## config.mk

```make
export PLATFORM = sky130hd
export DESIGN_NAME = ets_sweep_sequencer_flat
export DESIGN_NICKNAME = d
export VERILOG_FILES = /design/src/rtl/ets_sweep_sequencer_if.sv /design/src/rtl/ets_sweep_sequencer.sv /design/src/flat_wrapper.sv
export SDC_FILE = /design/constraint.sdc
export NUM_CORES = 1
export LEC_CHECK = 0
export ABC_AREA = 1
export CAP_MARGIN = 20
export CORE_UTILIZATION = 55
export CTS_CLUSTER_DIAMETER = 80
export CTS_CLUSTER_SIZE = 28
export DETAILED_ROUTE_END_ITERATION = 16
export GPL_ROUTABILITY_DRIVEN = 0
export PLACE_DENSITY = 0.95
export SLEW_MARGIN = 30
export SYNTH_ARGS = -nofsm -noshare
export SYNTH_HDL_FRONTEND = slang
export SYNTH_SLANG_ARGS = --single-unit
export TNS_END_PERCENT = 10
```

## constraint.sdc

```tcl
create_clock -name clk -period 11.48 [get_ports clk]
set_input_delay 1.148 -clock clk [delete_from_list [all_inputs] [get_ports clk]]
set_output_delay 1.148 -clock clk [all_outputs]
set_load 0.02 [all_outputs]
```

## src/rtl/ets_sweep_sequencer_if.sv

```systemverilog
// Result stream between the sweep sequencer and the result FIFO.
//   sample_valid  : result word available
//   sample_data   : captured sampler result
//   sample_index  : sweep step index of sample_data
//   sample_ready  : consumer accepts when high together with sample_valid
interface ets_sweep_sequencer_if #(
    parameter int unsigned STEP_WIDTH = 16
);
    logic                  sample_valid;
    logic [31:0]           sample_data;
    logic [STEP_WIDTH-1:0] sample_index;
    logic                  sample_ready;

    modport master (
        output sample_valid,
        output sample_data,
        output sample_index,
        input  sample_ready
    );

    modport slave (
        input  sample_valid,
        input  sample_data,
        input  sample_index,
        output sample_ready
    );
endinterface

```

## src/rtl/ets_sweep_sequencer.sv

```systemverilog
// Equivalent-time phase sweep sequencer. Each step retunes the ETS clock
// generator (timing_control + reset pulse + wait for lock), fires one sampler
// run and streams the captured result out with its step index.
//   clk, reset         : system clock, asynchronous active-high reset
//   start, abort       : 1-cycle control pulses from the register file
//   phase_start/_step  : timing_control of step 0 and per-step increment
//   num_steps          : number of steps in the sweep
//   timing_control,
//   clk_reset_req,
//   clk_locked         : clock generator control / lock (lock is async)
//   run_req,
//   result_ready,
//   sampler_result     : sampler handshake
//   stream             : valid/ready result stream (master side)
//   busy, done, error  : status (error is sticky until the next start)
module ets_sweep_sequencer #(
    parameter int unsigned STEP_WIDTH    = 16,
    parameter int unsigned RESET_CYCLES  = 8,
    parameter int unsigned SETTLE_CYCLES = 16,
    parameter int unsigned LOCK_TIMEOUT  = 1000000
) (
    input  logic                  clk,
    input  logic                  reset,
    input  logic                  start,
    input  logic                  abort,
    input  logic [31:0]           phase_start,
    input  logic [31:0]           phase_step,
    input  logic [STEP_WIDTH-1:0] num_steps,
    output logic [31:0]           timing_control,
    output logic                  clk_reset_req,
    input  logic                  clk_locked,
    output logic                  run_req,
    input  logic                  result_ready,
    input  logic [31:0]           sampler_result,
    ets_sweep_sequencer_if.master stream,
    output logic                  busy,
    output logic                  done,
    output logic                  error
);

    localparam int unsigned CNT_MAX0 = (RESET_CYCLES > SETTLE_CYCLES) ? RESET_CYCLES : SETTLE_CYCLES;
    localparam int unsigned CNT_MAX  = (CNT_MAX0 > LOCK_TIMEOUT) ? CNT_MAX0 : LOCK_TIMEOUT;
    localparam int unsigned CNT_W    = (CNT_MAX > 1) ? $clog2(CNT_MAX) : 1;

    typedef enum logic [3:0] {
        S_IDLE, S_RETUNE, S_WAIT_LOCK, S_SETTLE, S_RUN,
        S_WAIT_RESULT, S_EMIT, S_DONE, S_ERROR
    } state_t;

    state_t                state, state_next;
    logic [CNT_W-1:0]      cnt;
    logic                  lock_meta, lock_s;
    logic                  rr_prev;
    logic [31:0]           step_q;
    logic [STEP_WIDTH-1:0] num_q;
    logic [STEP_WIDTH-1:0] k;
    logic                  last;
    logic                  sample_valid_q;
    logic [31:0]           sample_data_q;
    logic [STEP_WIDTH-1:0] sample_index_q;

    assign stream.sample_valid = sample_valid_q;
    assign stream.sample_data  = sample_data_q;
    assign stream.sample_index = sample_index_q;

    // Next-state decode; abort overrides every transition
    always_comb begin
        state_next = state;
        last       = (STEP_WIDTH'(k + STEP_WIDTH'(1)) == num_q);
        case (state)
            S_IDLE:
                if (start)
                    state_next = (num_steps == '0) ? S_DONE : S_RETUNE;
            S_RETUNE:
                if (cnt == CNT_W'(RESET_CYCLES - 1))
                    state_next = S_WAIT_LOCK;
            S_WAIT_LOCK:
                if (lock_s)
                    state_next = (SETTLE_CYCLES == 0) ? S_RUN : S_SETTLE;
                else if (cnt == CNT_W'(LOCK_TIMEOUT - 1))
                    state_next = S_ERROR;
            S_SETTLE:
                if (cnt == CNT_W'(SETTLE_CYCLES - 1))
                    state_next = S_RUN;
            S_RUN:
                state_next = S_WAIT_RESULT;
            // Only a fresh rising edge completes a step; a level left high is stale
            S_WAIT_RESULT:
                if (result_ready && !rr_prev)
                    state_next = S_EMIT;
            S_EMIT:
                if (stream.sample_ready)
                    state_next = last ? S_DONE : S_RETUNE;
            S_DONE:  state_next = S_IDLE;
            S_ERROR: state_next = S_IDLE;
            default: state_next = S_IDLE;
        endcase
        if (abort)
            state_next = S_IDLE;
    end

    // State, datapath and registered outputs (decoded from next state)
    always_ff @(posedge clk or posedge reset) begin
        if (reset) begin
            state          <= S_IDLE;
            cnt            <= '0;
            lock_meta      <= 1'b0;
            lock_s         <= 1'b0;
            rr_prev        <= 1'b0;
            step_q         <= '0;
            num_q          <= '0;
            k              <= '0;
            timing_control <= '0;
            clk_reset_req  <= 1'b0;
            run_req        <= 1'b0;
            sample_valid_q <= 1'b0;
            sample_data_q  <= '0;
            sample_index_q <= '0;
            busy           <= 1'b0;
            done           <= 1'b0;
            error          <= 1'b0;
        end else begin
            state     <= state_next;
            cnt       <= (state_next != state) ? '0 : CNT_W'(cnt + CNT_W'(1));
            lock_meta <= clk_locked;
            lock_s    <= lock_meta;
            rr_prev   <= result_ready;

            if (state == S_IDLE && state_next != S_IDLE) begin
                step_q <= phase_step;
                num_q  <= num_steps;
                k      <= '0;
                error  <= 1'b0;
                if (state_next == S_RETUNE)
                    timing_control <= phase_start;
            end

            // Running sum keeps the per-step phase free of a multiplier
            if (state == S_EMIT && state_next == S_RETUNE) begin
                k              <= STEP_WIDTH'(k + STEP_WIDTH'(1));
                timing_control <= timing_control + step_q;
            end

            if (state == S_WAIT_RESULT && state_next == S_EMIT) begin
                sample_data_q  <= sampler_result;
                sample_index_q <= k;
            end

            if (state_next == S_ERROR)
                error <= 1'b1;

            clk_reset_req  <= (state_next == S_RETUNE);
            run_req        <= (state_next == S_RUN);
            sample_valid_q <= (state_next == S_EMIT);
            done           <= (state_next == S_DONE);
            busy           <= (state_next != S_IDLE);
        end
    end

endmodule
```

## src/flat_wrapper.sv

```systemverilog
// flat-port wrapper written by rule: the top's interface ports become plain ports
module ets_sweep_sequencer_flat 
#(
    parameter int unsigned STEP_WIDTH    = 16,
    parameter int unsigned RESET_CYCLES  = 8,
    parameter int unsigned SETTLE_CYCLES = 16,
    parameter int unsigned LOCK_TIMEOUT  = 1000000
)
  (clk, reset, start, abort, phase_start, phase_step, num_steps, timing_control, clk_reset_req, clk_locked, run_req, result_ready, sampler_result, busy, done, error, stream_sample_valid, stream_sample_data, stream_sample_index, stream_sample_ready);
  ets_sweep_sequencer_if #(.STEP_WIDTH(STEP_WIDTH)) stream_i ();
  input  logic clk;
  input  logic reset;
  input  logic start;
  input  logic abort;
  input  logic [31:0] phase_start;
  input  logic [31:0] phase_step;
  input  logic [STEP_WIDTH-1:0] num_steps;
  output logic [31:0] timing_control;
  output logic clk_reset_req;
  input  logic clk_locked;
  output logic run_req;
  input  logic result_ready;
  input  logic [31:0] sampler_result;
  output logic busy;
  output logic done;
  output logic error;
  output wire logic [$bits(stream_i.sample_valid)-1:0] stream_sample_valid;
  output wire logic [$bits(stream_i.sample_data)-1:0] stream_sample_data;
  output wire logic [$bits(stream_i.sample_index)-1:0] stream_sample_index;
  input wire logic [$bits(stream_i.sample_ready)-1:0] stream_sample_ready;
  assign stream_sample_valid = stream_i.sample_valid;
  assign stream_sample_data = stream_i.sample_data;
  assign stream_sample_index = stream_i.sample_index;
  assign stream_i.sample_ready = stream_sample_ready;
  ets_sweep_sequencer #(.STEP_WIDTH(STEP_WIDTH), .RESET_CYCLES(RESET_CYCLES), .SETTLE_CYCLES(SETTLE_CYCLES), .LOCK_TIMEOUT(LOCK_TIMEOUT)) u_core (.clk(clk), .reset(reset), .start(start), .abort(abort), .phase_start(phase_start), .phase_step(phase_step), .num_steps(num_steps), .timing_control(timing_control), .clk_reset_req(clk_reset_req), .clk_locked(clk_locked), .run_req(run_req), .result_ready(result_ready), .sampler_result(sampler_result), .stream(stream_i), .busy(busy), .done(done), .error(error));
endmodule
```

Word level (Yosys, flattened, before mapping)
Index checks and enable logic that the tools add are counted.
{"block": "totals", "register_bits": 177, "inputBits": 119, "wordCells": 67}
{"block": "op_classes", "add_sub_neg": 3, "eq_ne": 16, "n_mux": 19, "n_reduce_logical": 12}
{"op": "32-bit 2-to-1 mux", "count": 3}
{"op": "32-bit adder", "count": 1}
{"op": "16-bit 2-to-1 mux", "count": 2}
{"op": "4-bit 2-to-1 mux", "count": 8}
{"op": "4-bit one-hot mux with 7 select lines", "count": 1}
{"op": "4-bit by 3-bit equality test with 1-bit output (second input constant)", "count": 6}
{"op": "20-bit by 1-bit adder with 20-bit output (second input constant)", "count": 1}
{"op": "20-bit equality test (second input constant)", "count": 1}
{"op": "20-bit by 3-bit equality test with 1-bit output (second input constant)", "count": 1}
{"op": "20-bit by 4-bit equality test with 1-bit output (second input constant)", "count": 1}
{"op": "20-bit 2-to-1 mux", "count": 1}
{"op": "16-bit by 1-bit adder with 16-bit output (second input constant)", "count": 1}
{"op": "16-bit equality test", "count": 1}
{"op": "16-bit zero test", "count": 1}
{"op": "4-bit by 1-bit equality test with 1-bit output (second input constant)", "count": 2}
{"op": "4-bit by 2-bit equality test with 1-bit output (second input constant)", "count": 2}
{"op": "3-bit 2-to-1 mux", "count": 2}
{"op": "2-bit nonzero test", "count": 3}
{"op": "4-bit equality test (second input constant)", "count": 1}
{"op": "1-bit logical AND", "count": 4}
{"op": "4-bit zero test", "count": 1}
{"op": "4-bit != test", "count": 1}
{"op": "4-bit nonzero test", "count": 1}
{"op": "1-bit 2-to-1 mux", "count": 2}
{"op": "other kinds (2)", "count": 2}

Longest topological paths before layout
{"block": "depth", "ltp_word": 10, "depth_mapped": 24}

Worst setup path before layout
OpenSTA, ideal clock, no wires.
{"block": "synth_path", "kind": "flip-flop to flip-flop", "startpoint": "register u_core.timing_control[0]", "endpoint": "register u_core.timing_control[20]", "setup_ns": 0.066, "arrival_time_ns": 2.792, "required_time_ns": 11.414, "path_slack_ns": 8.623, "path_stages_with_launch": 17, "period_less_slack_ns": 2.857, "path_cell_list": "dfrtp_1 ha_1 inv_1 fa_1 o21ai_0 a21oi_1 o21ai_0 a21boi_0 o21ai_0 nand2_1 nand2_1 nand2_1 nand2_1 nand4_1 nand2_1 nand2_1 nand2_1"}
{"block": "synth_between", "elab_chain_len": 2}
{"item": "from (decl)", "line": "ets_sweep_sequencer.sv:29", "text": "output logic [31:0] timing_control,"}
{"item": "from (signal assigned)", "line": "ets_sweep_sequencer.sv:135", "text": "timing_control <= phase_start;"}
{"item": "from (signal assigned)", "line": "ets_sweep_sequencer.sv:141", "text": "timing_control <= timing_control + step_q;"}
{"item": "32-bit adder", "line": "ets_sweep_sequencer.sv:141"}
{"item": "32-bit 2-to-1 mux", "line": "ets_sweep_sequencer.sv:139", "text": "if (state == S_EMIT && state_next == S_RETUNE) begin"}
Every way passes these cells.
A chain may end at the register's enable or synchronous reset.

Worst setup path in the final report
{"block": "layout_path", "startpoint": "register u_core.k[0]", "endpoint": "register u_core.timing_control[0]"}
{"block": "layout_between", "elab_chain_len": 10, "word_cells_on_any_way": 14}
{"item": "from (decl)", "line": "ets_sweep_sequencer.sv:56", "text": "logic [STEP_WIDTH-1:0] k;"}
{"item": "from (signal assigned)", "line": "ets_sweep_sequencer.sv:140", "text": "k <= STEP_WIDTH'(k + STEP_WIDTH'(1));"}
{"item": "16-bit by 1-bit adder with 16-bit output *", "line": "ets_sweep_sequencer.sv:69", "text": "last = (STEP_WIDTH'(k + STEP_WIDTH'(1)) == num_q);"}
{"item": "16-bit equality test *", "line": "ets_sweep_sequencer.sv:69"}
{"item": "3-bit 2-to-1 mux *", "line": "ets_sweep_sequencer.sv:93", "text": "state_next = last ? S_DONE : S_RETUNE;"}
{"item": "4-bit 2-to-1 mux *", "line": "ets_sweep_sequencer.sv:92", "text": "if (stream.sample_ready)"}
{"item": "4-bit one-hot mux with 7 select lines *", "line": "ets_sweep_sequencer.sv:70", "text": "case (state)"}
{"item": "4-bit 2-to-1 mux *", "line": "ets_sweep_sequencer.sv:98", "text": "if (abort)"}
{"item": "4-bit by 1-bit equality test with 1-bit output / 4-bit nonzero test (equally long branches)", "line": "ets_sweep_sequencer.sv:134, ets_sweep_sequencer.sv:139, ets_sweep_sequencer.sv:129"}
{"item": "1-bit logical AND (on tied branches)", "line": "ets_sweep_sequencer.sv:139, ets_sweep_sequencer.sv:129"}
{"item": "2-bit nonzero test (no line)"}
{"item": "2-bit AND reduction (no line)"}
Every way passes the cells marked *; elsewhere a longest branch is shown, timed or not.

==> run metrics <==
Pwr Density approximately 160 nW/um^2; Net Count, Synth 1531; RSZ-0062 raised after global routing no; layout cells sized above 1 3.944%; CTS tree built; setup TNS 0 ns; Worst VDD drop 0.0001167 V; worst hold path type register to register; fmax 221.5 MHz; crit path launch u_core.k[0]; cts bufs inserted 17; first-pass GRT wire length 46.98 mm; Routed Antenna Nets 0; fin util 71.69%; Crit Reg-Reg Startpoint u_core.k[0]; Final setup viols 0; fin. max-slew vios 0; H-tree depth 4; Synth cell types 45; initial antenna violation count 0; Top Family by Delay on Critical Path simple AND/OR/NAND/NOR gates; Buf+Inv Stages, Crit Path 2; Clock Tree Buf Depth 2; CP max-delay cell o21bai_4; Final Cycle Share 39.32%; area delta synth->final 26.94%; diode count 0; footprint of the multi-input gates between 4000 and 5000 sq um; die height 138.0 um; largest fanout on the critical path 35; syn_area_per_cell 7.386 sq um; vias in the first global route 9974; GRT Residual Overflow 0; Pleak approximately 0.0064 uW; Hold Fails Final Rpt 0; drt total wl 28.46 mm; DP Wirelength 20.18 mm; hold wc startpoint u_core.lock_meta; synthesized flop and latch total 177; Boundary Pins 205; initial DRC count 1082; max-cap violations 0; worst clock skew about 0.0076 ns; WP data arrival 4.84 ns; fin cells 1801; CP startpoint kind register; iteration count of the initial detailed-routing pass 6; nets@finish roughly 1700; Worst setup EP type register; Largest stage delay, worst path 0.71 ns; Die W 138.0 um; Synth Instances 1378; vias after detailed routing 10227; sequential cell area 4429 sq um; core area 18020 sq um; Die ar. around 19000 sq um; DR DRC count 0; Worst path most repeated cell nand2_1; clock latency on the worst-skew pair 0.44 ns; Reg clk slew, reported paths 0.07 ns; Final min period approximately 4.5 ns; CP Cell Sequence ha_1, nand2_1, nor2_1, nand3_1, nand2_1, nand2_1, nand2_1, inv_1, nand3_1, nor2_1, nand3_1, nand2_1, nand2_1, nand2_2, o21bai_4, nand3_2, buf_4, nand2_1, nand2_1, nand2_1, nand2_1; via/cell ratio 5.679; # port buffers 204; Placed Cells ~1800; starting density of the core a little under three fifths; outcome completed; Slew headroom just under 40%; yosys warns 0; Total Power Consumption 2068 uW; worst setup path class register to register; largest net degree at the start of global routing between 100 and 150; drt wl/cell 15.80 um; fill count between 1000 and 1500; root buffer cell clkbuf_16; postcts setup bufs 0; Min Hold Slack 0.3609 ns; hold_buf cts 0; Clock Sinks around 180; FP Rows about 50; Resize count post-CTS 0; mapped cell area about 10000 sq um; CP required 11.80 ns; post-synthesis sequential area ratio a little over two fifths; worst slew pin tran 0.9062 ns; total track usage 30.32%
-- layout by cell type (no fill, tap or decap), drive strengths merged, types with 26 or more instances in the layout --
master / Yosys / routed
nor3: 26 / 26
nand4: 46 / 46
clkdlybuf4s50: 0 / 204
ha: 33 / 33
o21ai: 87 / 87
nand3: 102 / 102
dfrtp: 177 / 177
a21oi: 43 / 43
nand2: 489 / 489
inv: 136 / 145
nor2: 103 / 103
-- cell families (layout without fill, tap and decap cells) --
logic type	after synthesis	count (layout)	synth area share, %
flip-flops	177	177	43.52
XOR/XNOR	39	39	3.491
adder cells (fa/ha/maj)	34	34	4.253
AO/OA/AOI/OAI	161	161	8.801
buffers and inverters	188	382	7.609
AND/OR/NAND/NOR	779	779	32.33
-- registers in the layout (all words and copies together), names as in the netlist, 4 cells and up --
name / flops
u_core.k: 16
u_core.cnt: 20
u_core.num_q: 16
u_core.stream.sample_data: 32
u_core.state: 4
u_core.step_q: 32
u_core.timing_control: 32
u_core.stream.sample_index: 16
-- area by class of cell --
class | count | area share [%]
Sequential cell | 177 | 34.28
Clock buffer | 18 | 3.399
Multi-Input combinational cell | 1013 | 38.64
Timing Repair Buffer | 213 | 16.36
Clock inverter | 14 | 1.075
Inverter | 137 | 4.038
Tap cell | 229 | 2.217
-- where the power goes --
part / switching (uW) / total, uW / internal, uW
Combinational: 436 / 727 / 291
Clock: 276 / 571 / 295
Sequential: 69.4 / 771 / 701
Total: 781 / 2070 / 1290
-- stage by stage --
stage | cell area (sq um) | setup WS (ns)
2_1_floorplan | 10180 | 5.530
3_3_place_gp | 12340 | 7.048
3_5_place_dp | 12340 | 6.890
4_1_cts | 12910 | 7.100
5_1_grt | 12920 | 6.701
6_report | 12920 | 6.966
-- routing by layer --
metal | routed length [um] | share of wire (%) | up-vias | global-route usage (%)
met5 | 0 | 0 | - | 0
met4 | 1200 | 4.2 | 0 | 16.71
met3 | 2135 | 7.5 | 103 | 5.265
met2 | 13650 | 48 | 566 | 50.24
met1 | 11480 | 40 | 4723 | 37.77
li1 | - | - | 4835 | -
-- cells in the mapped netlist, drive strengths merged --
| cell | count | area share (%) |
|---|---|---|
| nor4b | 1 | 0.086 |
| o311ai | 1 | 0.086 |
| buf | 31 | 1.8 |
| a31oi | 11 | 0.68 |
| nand3 | 102 | 5.1 |
| o2111ai | 2 | 0.23 |
| nor4 | 7 | 0.43 |
| o21bai | 3 | 0.33 |
| nand4 | 46 | 2.9 |
| fa | 1 | 0.20 |
| a21boi | 2 | 0.15 |
| o21ai | 87 | 4.3 |
| o221ai | 1 | 0.086 |
| nor3 | 26 | 1.4 |
| nand3b | 4 | 0.30 |
| inv | 136 | 5.0 |
| clkinv | 1 | 0.037 |
| a41oi | 1 | 0.086 |
| a221oi | 2 | 0.17 |
| a21o | 4 | 0.30 |
| xnor3 | 1 | 0.22 |
| nand2 | 489 | 18 |
| dfrtp | 177 | 44 |
| nor2 | 103 | 4.0 |
| a21oi | 43 | 2.1 |
| a211oi | 1 | 0.074 |
| and2 | 1 | 0.062 |
| xor2 | 24 | 2.1 |
| xnor2 | 14 | 1.2 |
| o31ai | 1 | 0.074 |
| clkbuf | 20 | 0.74 |
| ha | 33 | 4.1 |
| o21a | 2 | 0.15 |
-- final timing paths --
| kind | end | slack, ns | cells after the start |
|---|---|---|---|
| max reg2reg | u_core.timing_control[0] | 6.97 | 21 |
| max | u_core.timing_control[0] | 6.97 | 21 |
| min reg2reg | u_core.lock_s | 0.36 | 0 |
| max in group asynchronous | u_core.k[0] | 9.13 | 3 |
| min in group asynchronous | u_core.stream.sample_data[30] | 1.22 | 2 |
| min | u_core.lock_s | 0.36 | 0 |
No activity file was read; power rests on OpenSTA's default activity.
